===== config.mk =====
export PLATFORM = sky130hd
export DESIGN_NAME = tube_event_reader_flat
export DESIGN_NICKNAME = d
export VERILOG_FILES = /design/src/rtl/tube_event_reader_if.sv /design/src/rtl/tube_event_reader.sv /design/src/flat_wrapper.sv
export SDC_FILE = /design/constraint.sdc
export NUM_CORES = 1
export LEC_CHECK = 0
export CAP_MARGIN = 20
export CORE_ASPECT_RATIO = 1.1
export CORE_UTILIZATION = 45
export DETAILED_ROUTE_END_ITERATION = 8
export PLACE_DENSITY = 0.71
export SKIP_LAST_GASP = 1
export SLEW_MARGIN = 10
export SYNTH_ARGS = -nofsm -noshare
export SYNTH_HDL_FRONTEND = slang
export SYNTH_SLANG_ARGS = --single-unit

===== constraint.sdc =====
create_clock -name clk -period 4.9 [get_ports clk]
set_input_delay 0.49 -clock clk [delete_from_list [all_inputs] [get_ports clk]]
set_output_delay 0.49 -clock clk [all_outputs]
set_load 0.05 [all_outputs]

===== src/rtl/tube_event_reader_if.sv =====
// ---------------------------------------------------------------------------
// tube_event_reader_if
// Byte stream from the tube event reader toward the readout host.
//   out_data   8  frame byte
//   out_valid  1  out_data holds a byte for the host
//   out_ready  1  host takes the byte on a clock edge where valid && ready
// Handshake: a byte moves on every rising clk edge where out_valid and
// out_ready are both high. Once out_valid rises it stays high, and out_data
// stays constant, until that transfer happens. out_ready may change freely.
// ---------------------------------------------------------------------------
interface tube_event_reader_if;
  logic [7:0] out_data;
  logic       out_valid;
  logic       out_ready;

  modport master (output out_data, output out_valid, input out_ready);
  modport slave  (input out_data, input out_valid, output out_ready);
endinterface


===== src/rtl/tube_event_reader.sv =====
// ---------------------------------------------------------------------------
// tube_event_reader
// Reader end of the tube counter path. On each event it snapshots the 8-bit
// coincidence count of every tube and streams one framed packet to the host:
//   HDR_BYTE, event number, tube[0] .. tube[N_TUBES-1], checksum
// The checksum is the XOR of the event-number byte and all tube bytes.
// Once the host has taken the checksum, tube_clr is pulsed for CLR_CYCLES
// cycles so the counters start the next event from zero.
// Ports:
//   clk         system clock, rising edge
//   clr         asynchronous active-high reset
//   event_done  1-cycle pulse, tube counters finished for this event
//   tube_data   tube counts, tube i at [8*i+7:8*i]
//   bus         byte stream to the host (master side)
//   tube_clr    clear pulse to all tube counters
//   busy        high from event capture until the clear pulse ends
//   evt_count   frames completed, wraps 255 -> 0
//   drop_count  events ignored while busy, saturates at 255
//   dbg_state   current FSM state
// ---------------------------------------------------------------------------
module tube_event_reader #(
  parameter int          N_TUBES    = 8,
  parameter logic [7:0]  HDR_BYTE   = 8'hA5,
  parameter int          CLR_CYCLES = 2
) (
  input  logic                   clk,
  input  logic                   clr,
  input  logic                   event_done,
  input  logic [8*N_TUBES-1:0]   tube_data,
  tube_event_reader_if.master    bus,
  output logic                   tube_clr,
  output logic                   busy,
  output logic [7:0]             evt_count,
  output logic [7:0]             drop_count,
  output logic [2:0]             dbg_state
);

  localparam int IDX_W = (N_TUBES > 1) ? $clog2(N_TUBES) : 1;
  localparam int CNT_W = (CLR_CYCLES > 1) ? $clog2(CLR_CYCLES) : 1;
  localparam logic [IDX_W-1:0] LAST_IDX = IDX_W'(N_TUBES - 1);
  localparam logic [CNT_W-1:0] LAST_CNT = CNT_W'(CLR_CYCLES - 1);

  typedef enum logic [2:0] {
    S_IDLE  = 3'd0,
    S_HDR   = 3'd1,
    S_EVN   = 3'd2,
    S_DATA  = 3'd3,
    S_CKSUM = 3'd4,
    S_CLEAR = 3'd5
  } state_t;

  state_t                 state_q, state_d;
  logic [8*N_TUBES-1:0]   snap_q, snap_d;
  logic [IDX_W-1:0]       idx_q, idx_d;
  logic [CNT_W-1:0]       cnt_q, cnt_d;
  logic [7:0]             cksum_q, cksum_d;
  logic [7:0]             evt_q, evt_d;
  logic [7:0]             drop_q, drop_d;

  logic                   valid_c;
  logic [7:0]             byte_c;
  logic                   tube_clr_c;

  always_ff @(posedge clk or posedge clr) begin
    if (clr) begin
      state_q <= S_IDLE;
      snap_q  <= '0;
      idx_q   <= '0;
      cnt_q   <= '0;
      cksum_q <= 8'h00;
      evt_q   <= 8'h00;
      drop_q  <= 8'h00;
    end else begin
      state_q <= state_d;
      snap_q  <= snap_d;
      idx_q   <= idx_d;
      cnt_q   <= cnt_d;
      cksum_q <= cksum_d;
      evt_q   <= evt_d;
      drop_q  <= drop_d;
    end
  end

  always_comb begin
    state_d    = state_q;
    snap_d     = snap_q;
    idx_d      = idx_q;
    cnt_d      = cnt_q;
    cksum_d    = cksum_q;
    evt_d      = evt_q;
    drop_d     = drop_q;
    valid_c    = 1'b0;
    byte_c     = 8'h00;
    tube_clr_c = 1'b0;

    // Any event outside IDLE (CLEAR included) is counted and ignored.
    if (event_done && (state_q != S_IDLE) && (drop_q != 8'hFF)) begin
      drop_d = drop_q + 8'd1;
    end

    case (state_q)
      S_IDLE: begin
        if (event_done) begin
          snap_d  = tube_data;
          cksum_d = 8'h00;
          state_d = S_HDR;
        end
      end
      S_HDR: begin
        valid_c = 1'b1;
        byte_c  = HDR_BYTE;
        if (bus.out_ready) begin
          state_d = S_EVN;
        end
      end
      S_EVN: begin
        valid_c = 1'b1;
        byte_c  = evt_q;
        if (bus.out_ready) begin
          cksum_d = cksum_q ^ evt_q;
          idx_d   = '0;
          state_d = S_DATA;
        end
      end
      S_DATA: begin
        valid_c = 1'b1;
        byte_c  = snap_q[idx_q*8 +: 8];
        if (bus.out_ready) begin
          cksum_d = cksum_q ^ byte_c;
          if (idx_q == LAST_IDX) begin
            state_d = S_CKSUM;
          end else begin
            idx_d = idx_q + 1'b1;
          end
        end
      end
      S_CKSUM: begin
        valid_c = 1'b1;
        byte_c  = cksum_q;
        if (bus.out_ready) begin
          evt_d   = evt_q + 8'd1;
          cnt_d   = '0;
          state_d = S_CLEAR;
        end
      end
      S_CLEAR: begin
        tube_clr_c = 1'b1;
        if (cnt_q == LAST_CNT) begin
          state_d = S_IDLE;
        end else begin
          cnt_d = cnt_q + 1'b1;
        end
      end
      default: begin
        state_d = S_IDLE;
      end
    endcase
  end

  assign bus.out_data  = byte_c;
  assign bus.out_valid = valid_c;
  assign tube_clr      = tube_clr_c;
  // busy and tube_clr both fall on the CLEAR -> IDLE transition.
  assign busy          = (state_q != S_IDLE);
  assign evt_count     = evt_q;
  assign drop_count    = drop_q;
  assign dbg_state     = state_q;

endmodule


===== src/flat_wrapper.sv =====
// flat-port wrapper written by rule: the top's interface ports become plain ports
module tube_event_reader_flat 
#(
  parameter int          N_TUBES    = 8,
  parameter logic [7:0]  HDR_BYTE   = 8'hA5,
  parameter int          CLR_CYCLES = 2
)
  (clk, clr, event_done, tube_data, tube_clr, busy, evt_count, drop_count, dbg_state, bus_out_data, bus_out_valid, bus_out_ready);
  tube_event_reader_if bus_i ();
  input  logic clk;
  input  logic clr;
  input  logic event_done;
  input  logic [8*N_TUBES-1:0] tube_data;
  output logic tube_clr;
  output logic busy;
  output logic [7:0] evt_count;
  output logic [7:0] drop_count;
  output logic [2:0] dbg_state;
  output wire logic [$bits(bus_i.out_data)-1:0] bus_out_data;
  output wire logic [$bits(bus_i.out_valid)-1:0] bus_out_valid;
  input wire logic [$bits(bus_i.out_ready)-1:0] bus_out_ready;
  assign bus_out_data = bus_i.out_data;
  assign bus_out_valid = bus_i.out_valid;
  assign bus_i.out_ready = bus_out_ready;
  tube_event_reader #(.N_TUBES(N_TUBES), .HDR_BYTE(HDR_BYTE), .CLR_CYCLES(CLR_CYCLES)) u_core (.clk(clk), .clr(clr), .event_done(event_done), .tube_data(tube_data), .bus(bus_i), .tube_clr(tube_clr), .busy(busy), .evt_count(evt_count), .drop_count(drop_count), .dbg_state(dbg_state));
endmodule

==> flow_summary.json <==
{
  "grt_max_degree": 73,
  "die-area_um2": 11000,
  "diodes": 0,
  "skew_ns": 0.00730,
  "dp_hpwl_mm": 8.36,
  "max_slew_margin": 0.349,
  "fp.dieW_um": 100,
  "layout_commonest_cell": "nand2_1",
  "fin_nets": 699,
  "wl_per_cell_um": 15.1,
  "crit_required_ns": 4.41,
  "final_area_um2": 6120,
  "hold_violations": 0,
  "status": "completed",
  "fin_ws_ns": 0.876,
  "ys.warnings.count": 0,
  "synth_area_per_cell_um2": 8.79,
  "areaGrowthSynthToFinish_pct": 28.1,
  "synth_area_um2": 4780,
  "cap_violations": 0,
  "synth_seq_cells": 95,
  "h-tree-depth": 3,
  "seq_area_frac_synth": 0.497,
  "cp_cell_sequence": "nand3b_1 > a21oi_1 > and3_1 > o21bai_1 > clkdlybuf4s50_1",
  "rows": 39,
  "synthArstFlopShare": 1.00,
  "startpoint_type": "flip-flop",
  "gr-total-overflow": 0,
  "crit_fanout": 23,
  "period_needed_ns": 4.02,
  "clk_pin_slew_ns": 0.06,
  "vias_per_cell": 5.31,
  "coreArea_um2": 10300,
  "synth_cell_types": 39,
  "timing.fmax_mhz": 248,
  "post-route-period-util": 0.821,
  "finalWirelength_mm": 11.7,
  "grt_pass1_vias": 3944,
  "setup.worst_path.end_class": "output pin",
  "routed-via-count": 4112,
  "slowest_delay_ns": 0.84,
  "critical_path_class": "flip-flop to output pin",
  "grt_pass1_wl_mm": 19.3,
  "start_util": 0.462,
  "port_buffers": 97,
  "drv_slew": 0,
  "ios": 98,
  "dpl_cell_area_um2": 5820,
  "clk_latency_ns": 0.34,
  "cts_hold_buf": 0,
  "die_height_um": 110,
  "dr.pass1.iters": 5,
  "antenna_found_initial": 0,
  "gp_congestion": 0.836,
  "cts.sinks": 95,
  "worst_ep_arrival_time_ns": 3.53,
  "cts_root_buffer": "clkbuf_16",
  "finalSetupViolCount": 0,
  "grt_util_all_layers": 0.228,
  "clock_path_buffers": 2,
  "synth_edf_count": 0,
  "critPathSlowestCell": "clkdlybuf4s50_1",
  "cts_tree": "done",
  "drc_errors": 0,
  "synthCells": 544,
  "postRouteAntennaNets": 0,
  "p_leak_nw": 2.87,
  "drt_iter0_markers": 169,
  "dp_slack_ns": 1.30,
  "hold_class": "flip-flop to flip-flop",
  "cellPowerDensity_nw_per_um2": 641,
  "cts_buffers": 9,
  "worst_slew_pin_slew_ns": 0.976,
  "synth_nets": 616,
  "ys.flop_type": "dfrtp_1",
  "final_util": 0.592,
  "setup_tns_ns": 0,
  "post_cts_buffers": 0,
  "rsz0062_at_grt": "false",
  "cts-resized-gates": 0,
  "layout_common_cells": "nand2_1, clkdlybuf4s50_1, dfrtp_1, mux2i_1, nor2_1",
  "irDropWorstVdd_mv": 0.356,
  "final_layout_size_suffix_gt1_frac": 0.0459
}
layer usage:
metal / vias up / GRT usage / part of all wire
li1: 1994 / - / -
met1: 1953 / 0.320 / 0.45
met2: 145 / 0.351 / 0.47
met3: 20 / 0.0385 / 0.053
met4: 0 / 0.0994 / 0.024
met5: - / 0 / 0
cells in the mapped netlist (2+ instances only):
cell type / instances / share of area
nor2_1: 21 / 0.016
ha_1: 4 / 0.010
a32oi_1: 7 / 0.013
nand3_1: 13 / 0.014
mux2_2: 2 / 0.0047
dfrtp_1: 95 / 0.50
buf_1: 4 / 0.0031
inv_1: 6 / 0.0047
and3_1: 7 / 0.0092
mux2i_1: 29 / 0.061
o21bai_1: 5 / 0.0079
a211o_1: 4 / 0.0073
nor3_1: 6 / 0.0063
buf_4: 10 / 0.016
buf_2: 7 / 0.0073
clkbuf_1: 9 / 0.0071
nand4_1: 11 / 0.014
nand2_1: 222 / 0.17
nor4b_1: 2 / 0.0037
xnor2_1: 6 / 0.011
o21ai_0: 4 / 0.0042
nand2b_1: 2 / 0.0026
a21oi_1: 16 / 0.017
o211ai_1: 10 / 0.016
a22oi_1: 14 / 0.022
nor2b_1: 6 / 0.0079
nand3b_1: 2 / 0.0031
xor2_1: 9 / 0.016
flip-flops by register name, indices dropped and copies added (netlist names):
name,count
u_core.snap_q,64
u_core.cksum_q,8
u_core.drop_count,8
u_core.evt_count,8
u_core.dbg_state,3
u_core.idx_q,3
u_core.cnt_q,1
power by group:
part / leakage [nW] / internal, mW / switching, mW
logic: 1.56 / 0.734 / 1.08
clock network: 0.131 / 0.373 / 0.294
registers: 1.17 / 1.11 / 0.335
total: 2.87 / 2.22 / 1.71
kinds of logic (layout without fill, tap and decap cells):
family                   Yosys count  after routing  synth area share
AO/OA/AOI/OAI                     66             66            0.0979
AND/OR/NAND/NOR                  296            296             0.259
adder cells (fa/ha/maj)            4              4            0.0105
multiplexers                      32             32            0.0701
flip-flops                        95             95             0.497
buffers and inverters             36            124            0.0379
XOR/XNOR                          15             15            0.0275
layout make-up:
class / count / area, um^2
well taps: 143 / 179
inverters: 6 / 23.8
fillers: 942 / 4220
clock buffers: 12 / 256
multi-input cells: 413 / 2230
repair buffers: 102 / 1020
clock inverters: 4 / 31.3
flip-flops and latches: 95 / 2380
stage by stage:
stage | power, mW | hold WS, ns | instances
floorplan | 2.69 | 0.438 | 544
global placement | 3.19 | 0.457 | 758
detailed placement | 3.25 | 0.461 | 758
CTS | 3.93 | 0.478 | 774
global route | 4.18 | 0.494 | 775
finish | 3.92 | 0.470 | 775
critical path, delay by kind of cell, from the launching register on:
kind            cells  cell delay, ns
flops               1            0.78
buf+inv             1            0.84
compound gates      2            0.59
simple gates        2            0.97
worst paths after layout:
kind | start | end | slack (ns) | depth (start not counted)
worst min register to register | u_core.snap_q[32] | u_core.snap_q[32] | 0.47 | 2
worst max register to register | u_core.dbg_state[0] | u_core.cksum_q[7] | 2.32 | 4
max in group asynchronous | clr | u_core.snap_q[40] | 3.33 | 4
worst max-delay path | u_core.dbg_state[0] | bus_out_data[1] | 0.88 | 5
worst min-delay path | u_core.snap_q[32] | u_core.snap_q[32] | 0.47 | 2
min in group asynchronous | clr | u_core.snap_q[59] | 0.48 | 2
Power figures use the tool's default switching activity.
